## config.mk

```make
export PLATFORM = sky130hd
export DESIGN_NAME = commit_trace_unit
export DESIGN_NICKNAME = d
export VERILOG_FILES = /design/src/rtl/trace_pkg.sv /design/src/rtl/trace_fifo.sv /design/src/rtl/commit_trace_unit.sv
export SDC_FILE = /design/constraint.sdc
export NUM_CORES = 1
export LEC_CHECK = 0
export ABC_AREA = 1
export BUFFER_PORTS_ARGS = -buffer_cell sky130_fd_sc_hd__buf_4
export CORE_MARGIN = 5
export CORE_UTILIZATION = 61
export CTS_BUF_LIST = sky130_fd_sc_hd__clkbuf_16
export DETAILED_ROUTE_END_ITERATION = 12
export PLACE_DENSITY = 0.8
export SLEW_MARGIN = 20
export SYNTH_ARGS = -nofsm -noshare
export SYNTH_HDL_FRONTEND = slang
export SYNTH_SLANG_ARGS = --single-unit
```

## constraint.sdc

```tcl
create_clock -name clk -period 6 [get_ports clk]
set_input_delay 1.2 -clock clk [delete_from_list [all_inputs] [get_ports clk]]
set_output_delay 1.2 -clock clk [all_outputs]
set_load 0.01 [all_outputs]
```

## src/rtl/trace_pkg.sv

```systemverilog
// Shared types for the architectural commit trace: record classes, record payload, unit state.
package trace_pkg;

   localparam logic [2:0] TR_NOP   = 3'd0;
   localparam logic [2:0] TR_REG   = 3'd1;
   localparam logic [2:0] TR_LOAD  = 3'd2;
   localparam logic [2:0] TR_STORE = 3'd3;
   localparam logic [2:0] TR_HALT  = 3'd4;

   typedef struct packed {
      logic [2:0]  kind;
      logic [15:0] pc;
      logic [3:0]  rd;
      logic [15:0] value;
      logic [15:0] addr;
   } trace_rec_t;

   localparam int unsigned REC_W = $bits(trace_rec_t);

   typedef enum logic [1:0] {
      RUN   = 2'd0,
      DRAIN = 2'd1,
      DONE  = 2'd2
   } trace_state_e;

   // First match wins: a load also writes a register, so it must be tested before REG.
   function automatic logic [2:0] classify(input logic reg_write, input logic mem_read,
                                           input logic mem_write, input logic halt);
      logic [2:0] kind;
      kind = TR_NOP;
      if (reg_write && mem_read) kind = TR_LOAD;
      else if (reg_write)        kind = TR_REG;
      else if (halt)             kind = TR_HALT;
      else if (mem_write)        kind = TR_STORE;
      return kind;
   endfunction

endpackage

```

## src/rtl/trace_fifo.sv

```systemverilog
// Synchronous first-word-fall-through FIFO; head entry is readable whenever not empty.
module trace_fifo #(
   parameter int unsigned DEPTH = 8,
   parameter int unsigned WIDTH = 8
) (
   input  logic                         clk,
   input  logic                         rst_n,
   input  logic                         push,
   input  logic                         pop,
   input  logic [WIDTH-1:0]             wdata,
   output logic [WIDTH-1:0]             rdata,
   output logic                         full,
   output logic                         empty,
   output logic [$clog2(DEPTH):0]       count
);

   localparam int unsigned AW = $clog2(DEPTH);
   localparam int unsigned CW = AW + 1;

   logic [WIDTH-1:0] mem [DEPTH];
   logic [AW-1:0]    wr_ptr;
   logic [AW-1:0]    rd_ptr;
   logic             do_push;
   logic             do_pop;

   // A push into a full FIFO is legal when the head leaves in the same cycle.
   assign do_pop  = pop && !empty;
   assign do_push = push && (!full || do_pop);

   assign full  = (count == CW'(DEPTH));
   assign empty = (count == '0);
   assign rdata = mem[rd_ptr];

   always_ff @(posedge clk) begin
      if (do_push) mem[wr_ptr] <= wdata;
   end

   always_ff @(posedge clk or negedge rst_n) begin
      if (!rst_n) begin
         wr_ptr <= '0;
         rd_ptr <= '0;
         count  <= '0;
      end else begin
         if (do_push) wr_ptr <= wr_ptr + AW'(1);
         if (do_pop)  rd_ptr <= rd_ptr + AW'(1);
         count <= count + CW'(do_push) - CW'(do_pop);
      end
   end

endmodule

```

## src/rtl/commit_trace_unit.sv

```systemverilog
// Builds one trace record per retired instruction, buffers it, and streams it out over valid/ready.
module commit_trace_unit
   import trace_pkg::*;
#(
   parameter int unsigned DEPTH = 8,
   parameter int unsigned CNT_W = 32
) (
   input  logic             clk,
   input  logic             rst_n,
   input  logic             commit_valid,
   input  logic [15:0]      commit_pc,
   input  logic [15:0]      commit_inst,
   input  logic             reg_write,
   input  logic [3:0]       write_reg,
   input  logic [15:0]      write_data,
   input  logic             mem_read,
   input  logic             mem_write,
   input  logic [15:0]      mem_addr,
   input  logic [15:0]      mem_data,
   input  logic             halt,
   output logic             cpu_stall,
   output logic             trace_valid,
   input  logic             trace_ready,
   output logic [2:0]       trace_type,
   output logic [CNT_W-1:0] trace_inum,
   output logic [15:0]      trace_pc,
   output logic [3:0]       trace_reg,
   output logic [15:0]      trace_value,
   output logic [15:0]      trace_addr,
   output logic             overflow,
   output logic             trace_done
);

   localparam int unsigned ENT_W = REC_W + CNT_W;
   localparam int unsigned CW    = $clog2(DEPTH) + 1;

   trace_state_e     state;
   logic [CNT_W-1:0] inum;
   trace_rec_t       rec_in;
   trace_rec_t       rec_out;
   logic [ENT_W-1:0] fifo_wdata;
   logic [ENT_W-1:0] fifo_rdata;
   logic             full;
   logic             empty;
   logic [CW-1:0]    count;
   logic             push;
   logic             pop;
   logic             inst_unused;

   // The instruction word is not carried in the record; the port keeps parity with the sim trace.
   assign inst_unused = ^commit_inst;

   always_comb begin
      rec_in      = '0;
      rec_in.kind = classify(reg_write, mem_read, mem_write, halt);
      rec_in.pc   = commit_pc;
      case (rec_in.kind)
         TR_REG: begin
            rec_in.rd    = write_reg;
            rec_in.value = write_data;
         end
         TR_LOAD: begin
            rec_in.rd    = write_reg;
            rec_in.value = write_data;
            rec_in.addr  = mem_addr;
         end
         TR_STORE: begin
            rec_in.value = mem_data;
            rec_in.addr  = mem_addr;
         end
         default: ;
      endcase
   end

   assign pop        = !empty && trace_ready;
   assign push       = commit_valid && (state == RUN) && (!full || pop);
   assign fifo_wdata = {inum, rec_in};

   trace_fifo #(
      .DEPTH (DEPTH),
      .WIDTH (ENT_W)
   ) u_fifo (
      .clk   (clk),
      .rst_n (rst_n),
      .push  (push),
      .pop   (pop),
      .wdata (fifo_wdata),
      .rdata (fifo_rdata),
      .full  (full),
      .empty (empty),
      .count (count)
   );

   assign rec_out     = trace_rec_t'(fifo_rdata[REC_W-1:0]);
   assign trace_valid = !empty;
   assign cpu_stall   = (state == RUN) ? full : 1'b1;
   assign trace_done  = (state == DONE);

   // Fields are forced to zero while nothing is queued so a stale entry is never shown.
   always_comb begin
      trace_type  = '0;
      trace_inum  = '0;
      trace_pc    = '0;
      trace_reg   = '0;
      trace_value = '0;
      trace_addr  = '0;
      if (trace_valid) begin
         trace_type  = rec_out.kind;
         trace_inum  = fifo_rdata[ENT_W-1:REC_W];
         trace_pc    = rec_out.pc;
         trace_reg   = rec_out.rd;
         trace_value = rec_out.value;
         trace_addr  = rec_out.addr;
      end
   end

   always_ff @(posedge clk or negedge rst_n) begin
      if (!rst_n) begin
         state    <= RUN;
         inum     <= '0;
         overflow <= 1'b0;
      end else begin
         if (push) inum <= inum + CNT_W'(1);
         if (commit_valid && (state == RUN) && full && !pop) overflow <= 1'b1;
         case (state)
            RUN:     if (push && (rec_in.kind == TR_HALT)) state <= DRAIN;
            DRAIN:   if (pop && (count == CW'(1)))         state <= DONE;
            DONE:    state <= DONE;
            default: state <= RUN;
         endcase
      end
   end

endmodule

```

* Yosys cells after proc, flatten, opt, wreduce, memory -nomap -nowiden
Memories as Yosys holds them, arrays and structs flattened.
Cells that the tools add are included.
** Word-level totals
- Bits in read-only memories :: 0
- Output and inout port bits :: 91
- Memories kept :: 1
- Bits in writable memories :: 696
- Latch bits :: 0
- Input bits :: 92
- Register bits after elaboration :: 45
** Memories
- u_fifo.mem :: words 8, width 87, rd ports 1, clocked after Yosys merged registers in 0, wr ports 1, RTL line trace_fifo.sv:20 : logic [WIDTH-1:0] mem [DEPTH];
** Operators by class
- Div/mod/pow operators :: 0
- Muxes and demuxes :: 19
- Add/sub/neg operators :: 5
- Equal/unequal tests :: 10
- Bitwise logic cells :: 0
- Shift-type cells :: 0
- Multiply operators :: 0
- Reduce and logical (&&, ||, !) cells :: 20
- Magnitude comparators :: 0
** Operator list (number)
- $mux 16 :: 4
- $add 32x1->32 const B :: 1
- $mux 32 :: 1
- $pmux 16 s2 :: 1
- $mux 3 :: 4
- $logic_and 1x1->1 :: 10
- $mux 4 :: 2
- $add 3x1->3 const B :: 2
- $eq 3x2->1 const B :: 2
- $mux 2 :: 3
- $pmux 2 s3 :: 1
- $add 4x1->4 :: 1
- $eq 4x1->1 const B :: 1
- $eq 4x4->1 const B :: 1
- $logic_not 4->1 :: 1
- $reduce_or 2->1 :: 2
- $sub 4x1->4 :: 1
- $eq 3x1->1 const B :: 1
- $eq 3x3->1 const B :: 1
- $logic_not 1->1 :: 3
- $mux 1 :: 3
- $eq 2x1->1 const B :: 1
- $eq 2x2->1 const B :: 1
- $logic_not 2->1 :: 1
- 4 further kinds :: 5

* Logic depth before layout (Yosys ltp)
- Depth in word-level cells :: 8
- Depth in mapped cells :: 12
- Depth with buffers taken out :: 11

* By module
From an unflattened synthesis, not the netlist that was laid out.
** Unflattened totals
- Cells, all modules :: 2940
- Area, all modules :: 31662.9 sq um
** Modules (own cells, without submodules)
- trace_fifo :: cells an instance 2386, times used 1, area each 28509.8 sq um
- commit_trace_unit :: cells an instance 554, times used 1, area each 3153.0 sq um

* Worst setup path before layout
OpenSTA, ideal clock, no wires.
- Path kind :: input to register
- From :: in trace_ready
- To :: mem u_fifo.mem[0][0] in the netlist's numbering (enable)
- Stages :: 5
- Path slack :: 0.076 ns
- Data arrival time :: 5.391 ns
- Library setup time :: 0.533 ns
- Cell sequence :: nand2_2 -> nand2_2 -> nand2_4 -> or2_2 -> nor2_1
** Between the ends
- Cells in the longest elaborated chain, start to end :: 6
- Elaborated cells on any way between the ends :: 8
** RTL lines
- start: declaration :: RTL line commit_trace_unit.sv:23 : input logic trace_ready,
- $logic_and 1x1->1 (*) :: RTL line commit_trace_unit.sv:75 : assign pop = !empty && trace_ready;
- $logic_or 1x1->1 or $logic_and 1x1->1 (tied branches) :: RTL line commit_trace_unit.sv:76, trace_fifo.sv:27
- $logic_and 1x1->1 or $logic_or 1x1->1 (tied branches) :: RTL line commit_trace_unit.sv:76, trace_fifo.sv:28
- $logic_and 1x1->1 (*) :: RTL line trace_fifo.sv:28 : assign do_push = push && (!full || do_pop);
- $mux 1 (*) :: RTL line trace_fifo.sv:35 : if (do_push) mem[wr_ptr] <= wdata;
- $mux 1 (not written as such) (*) :: RTL line trace_fifo.sv:35
- end: declaration :: RTL line trace_fifo.sv:20
Mark *: on every way between the ends. The rest lies on a longest branch, timed or not.

* Final worst setup path
- From :: reg u_fifo.rd_ptr[0]
- To :: out trace_inum[15]
** Between the ends
- Cells in the longest elaborated chain, start to end :: 2
** RTL lines
- start: declaration :: RTL line trace_fifo.sv:22 : logic [AW-1:0] rd_ptr;
- start signal: assignment :: RTL line trace_fifo.sv:45 : if (do_pop) rd_ptr <= rd_ptr + AW'(1);
- $mem_v2 8x87
- $mux 32 :: RTL line commit_trace_unit.sv:107 : if (trace_valid) begin
- end: declaration :: RTL line commit_trace_unit.sv:25 : output logic [CNT_W-1:0] trace_inum,
No other way between the ends.

==> flow_metrics.tcl <==
set metrics [dict create \
    gp_congestion 0.857 \
    p_clk_share_pct 24.9 \
    ys_seq_area_share_pct 72.4 \
    start_util_pct 61.9 \
    die_x_um 233 \
    drtIter0Drc 2442 \
    cts_buffers 70 \
    final_layout_size_suffix_gt1_share_pct 11.4 \
    cp_max_fo 214 \
    max_freq_mhz 187 \
    cts_max_level 3 \
    cap_violations 0 \
    clockRootBuffer "clkbuf_16" \
    hpwl_um 35900 \
    clock_sinks 741 \
    p_comb_share_pct 35.5 \
    max-clock-path-buffers 3 \
    switchingPower_mw 6.02 \
    row_count 81 \
    holdCritStartpoint "overflow" \
    worst-r2r-cell-count 10 \
    dieArea_sq_um 54400 \
    detail_route.first_pass.iterations 8 \
    final.setup_skew_ns 0.0206 \
    die_y_um 233 \
    slew_headroom_pct 25.5 \
    critical_path_arrival_ns 4.13 \
    ioPinCount 183 \
    slew_violations 0 \
    ant_nets 0 \
    r2r_start "u_fifo.count[2]" \
    synth.cell_area_sq_um 30400 \
    yosysWarnings 0 \
    synth_fp_nets 2658 \
    max_slew.worst_pin.slew_ns 1.12 \
    hp-class "reg2reg" \
    p_per_area_nw_per_um2 486 \
    postSynthCellCount 2552 \
    synth.avg_cell_area_sq_um 11.9 \
    rsz0062_at_grt "false" \
    critPathMaxStageDelay_ns 1.13 \
    finalHoldViolCount 0 \
    holdPathStages 1 \
    pre_cts_ws_ns 1.68 \
    vdd_ir_drop_max_mv 0.502 \
    status "completed" \
    io_buffers 166 \
    routed_via_density 5.95 \
    yosys.area.top_type "edfxtp_1" \
    clk_pin_slew_ns 0.06 \
    finalCritPeriodShare_pct 88.9 \
    critPathKind "reg2out" \
    area_delta_synth_final_pct 12.5 \
    cts_setup_buffers 0 \
    setup-tns-final_ns 0 \
    p_sw_share_pct 36.3 \
    endpoint_kind "output port" \
    crit_required_ns 4.80 \
    synth_cell_type_count 31 \
    vias 20179 \
    rr_endpoint "u_fifo.mem[1][9]" \
    ys_top_cells_by_area "edfxtp_1 (69%), nor2_1 (8.5%), o21ai_0 (5.3%), dfrtp_1 (3.7%), nand2_1 (3.3%)" \
    cp_top_family "buffers and inverters" \
    coreArea_sq_um 49200 \
    grt_max_degree 255 \
    antenna_found_initial 1 \
    wl_per_cell_um 20.4 \
    grt.overflow.total 0 \
    postCtsResizedCells 0 \
    slowest_stage "dfrtp_4" \
    regArea_sq_um 22000 \
    yosys.area.top_type_share_pct 68.7 \
    critPathBufInv 3 \
    r2r_slack_ns 1.98 \
    grt_pass1_wl_um 107000 \
    multi_input_area_sq_um 7300 \
    cts_tree "built" \
    layout_min_cycle_time_ns 5.33 \
    clk_latency_ns 0.60 \
    route.detailed.drc 0 \
    num-fill-cells 3165 \
    power.total_mw 16.6 \
    setup_violations 0 \
    seqPwrFrac_pct 39.6 \
    ys_seq_elements 741 \
    whs_endpoint "overflow" \
    setup.worst_path.start_class "flop" \
    layout.nets 2777 \
    drt_wl_total_um 69000 \
    crit_chain "clkinv_8 > buf_4 > o21ai_0 > o22ai_1 > nor2_1 > nor2_1 > buf_4" \
    first_global_vias 20065 \
    fin_util_pct 69.6 \
    grt.total_usage_pct 25.2 \
    holdWs_ns 0.506 \
    setup_ws_ns 0.666 \
    intPower_mw 10.6 \
    hold_buffers 0 \
    p_leak_nw 12.7 \
]
[state kept, by name (all words and copies together) (netlist names)]
| name | cells |
|---|---|
| state | 2 |
| u_fifo.count | 4 |
| u_fifo.mem | 696 |
| u_fifo.rd_ptr | 3 |
| inum | 32 |
| u_fifo.wr_ptr | 3 |
| overflow | 1 |
[cell usage after synthesis]
cell type  count
inv_6          1
nor2_4         1
fa_1           1
xnor2_1        9
o21bai_1       1
o211ai_1      87
buf_4         14
nand2_2        3
nand3_1       25
ha_1          13
o22ai_1       87
clkbuf_1      77
inv_2          2
nor3_1         1
o21ai_0      322
a21oi_1        1
nand2_1      271
or2_2          1
buf_2         31
nor2_1       689
buf_1          4
buf_6         24
xor2_1        12
dfrtp_1       45
nor3b_1        1
inv_1         80
edfxtp_1     696
o21ai_1       46
nand4_1        4
nand2_4        1
clkbuf_2       2
[cell usage in the layout, fill, tap and decap left out, drive strengths merged]
cell type	count
clkinv	26
nor3b	1
bufinv	3
clkbuf	73
diode	1
nor3	1
xor2	12
o211ai	87
nor2	690
nand4	4
o22ai	87
or2	1
dfrtp	45
fa	1
a21oi	1
nand2	275
ha	13
clkinvlp	1
inv	107
xnor2	9
nand3	25
buf	199
o21bai	1
edfxtp	696
o21ai	368
[through the flow]
stage	instances	cell area, sq um
2_1_floorplan	2552	30400
3_3_place_gp	3262	32000
3_5_place_dp	3262	32000
4_1_cts	3389	34200
5_1_grt	3390	34200
6_report	3391	34200
[logic make-up after synthesis]
| kind of cell | Yosys count | synth area share, % |
|---|---|---|
| compound gates | 544 | 10.0 |
| xor+xnor | 21 | 0.605 |
| fa+ha+maj | 14 | 0.601 |
| buf+inv | 235 | 3.82 |
| flops | 741 | 72.4 |
| simple gates | 997 | 12.5 |
[worst max-delay path by stage]
stage / from / slack [ns] / cells after the start / end
2_1_floorplan: trace_ready / 0.08 / 5 / u_fifo.mem[0][0]
3_3_place_gp: u_fifo.rd_ptr[0] / 1.73 / 7 / trace_value[7]
3_5_place_dp: u_fifo.rd_ptr[0] / 1.68 / 7 / trace_inum[15]
4_1_cts: u_fifo.rd_ptr[0] / 0.94 / 7 / trace_inum[15]
5_1_grt: u_fifo.rd_ptr[0] / 0.45 / 7 / trace_inum[15]
6_report: u_fifo.rd_ptr[0] / 0.67 / 7 / trace_inum[15]
[layout make-up]
cell class	count	share of cell area, %
flip-flops and latches	741	64.4
multi-input cells	1576	21.3
clock buffers	73	5.34
clock inverters	54	0.958
inverters	83	0.947
repair buffers	199	4.57
well taps	664	2.43
diodes	1	0.00731
[power groups by stage]
stage / registers, mW / clock network [mW] / logic, mW
after floorplan: 6.45 / 0 / 3.93
after global placement: 6.71 / 0 / 5.55
after detailed placement: 6.74 / 0 / 5.75
after CTS: 6.63 / 4.18 / 5.82
after global routing: 6.63 / 4.40 / 6.50
final: 6.58 / 4.14 / 5.89
[routing by layer]
layer / vias up / part of all wire (%) / routed length [um] / track usage (%)
met1: 9784 / 39 / 26700 / 33.9
li1: 9236 / - / - / -
met4: 2 / 2.0 / 1360 / 8.07
met5: - / 0.023 / 16 / 0
met3: 117 / 9.1 / 6300 / 4.17
met2: 1040 / 50 / 34600 / 42.8
Note: power is estimated with default switching activity, not from simulation.
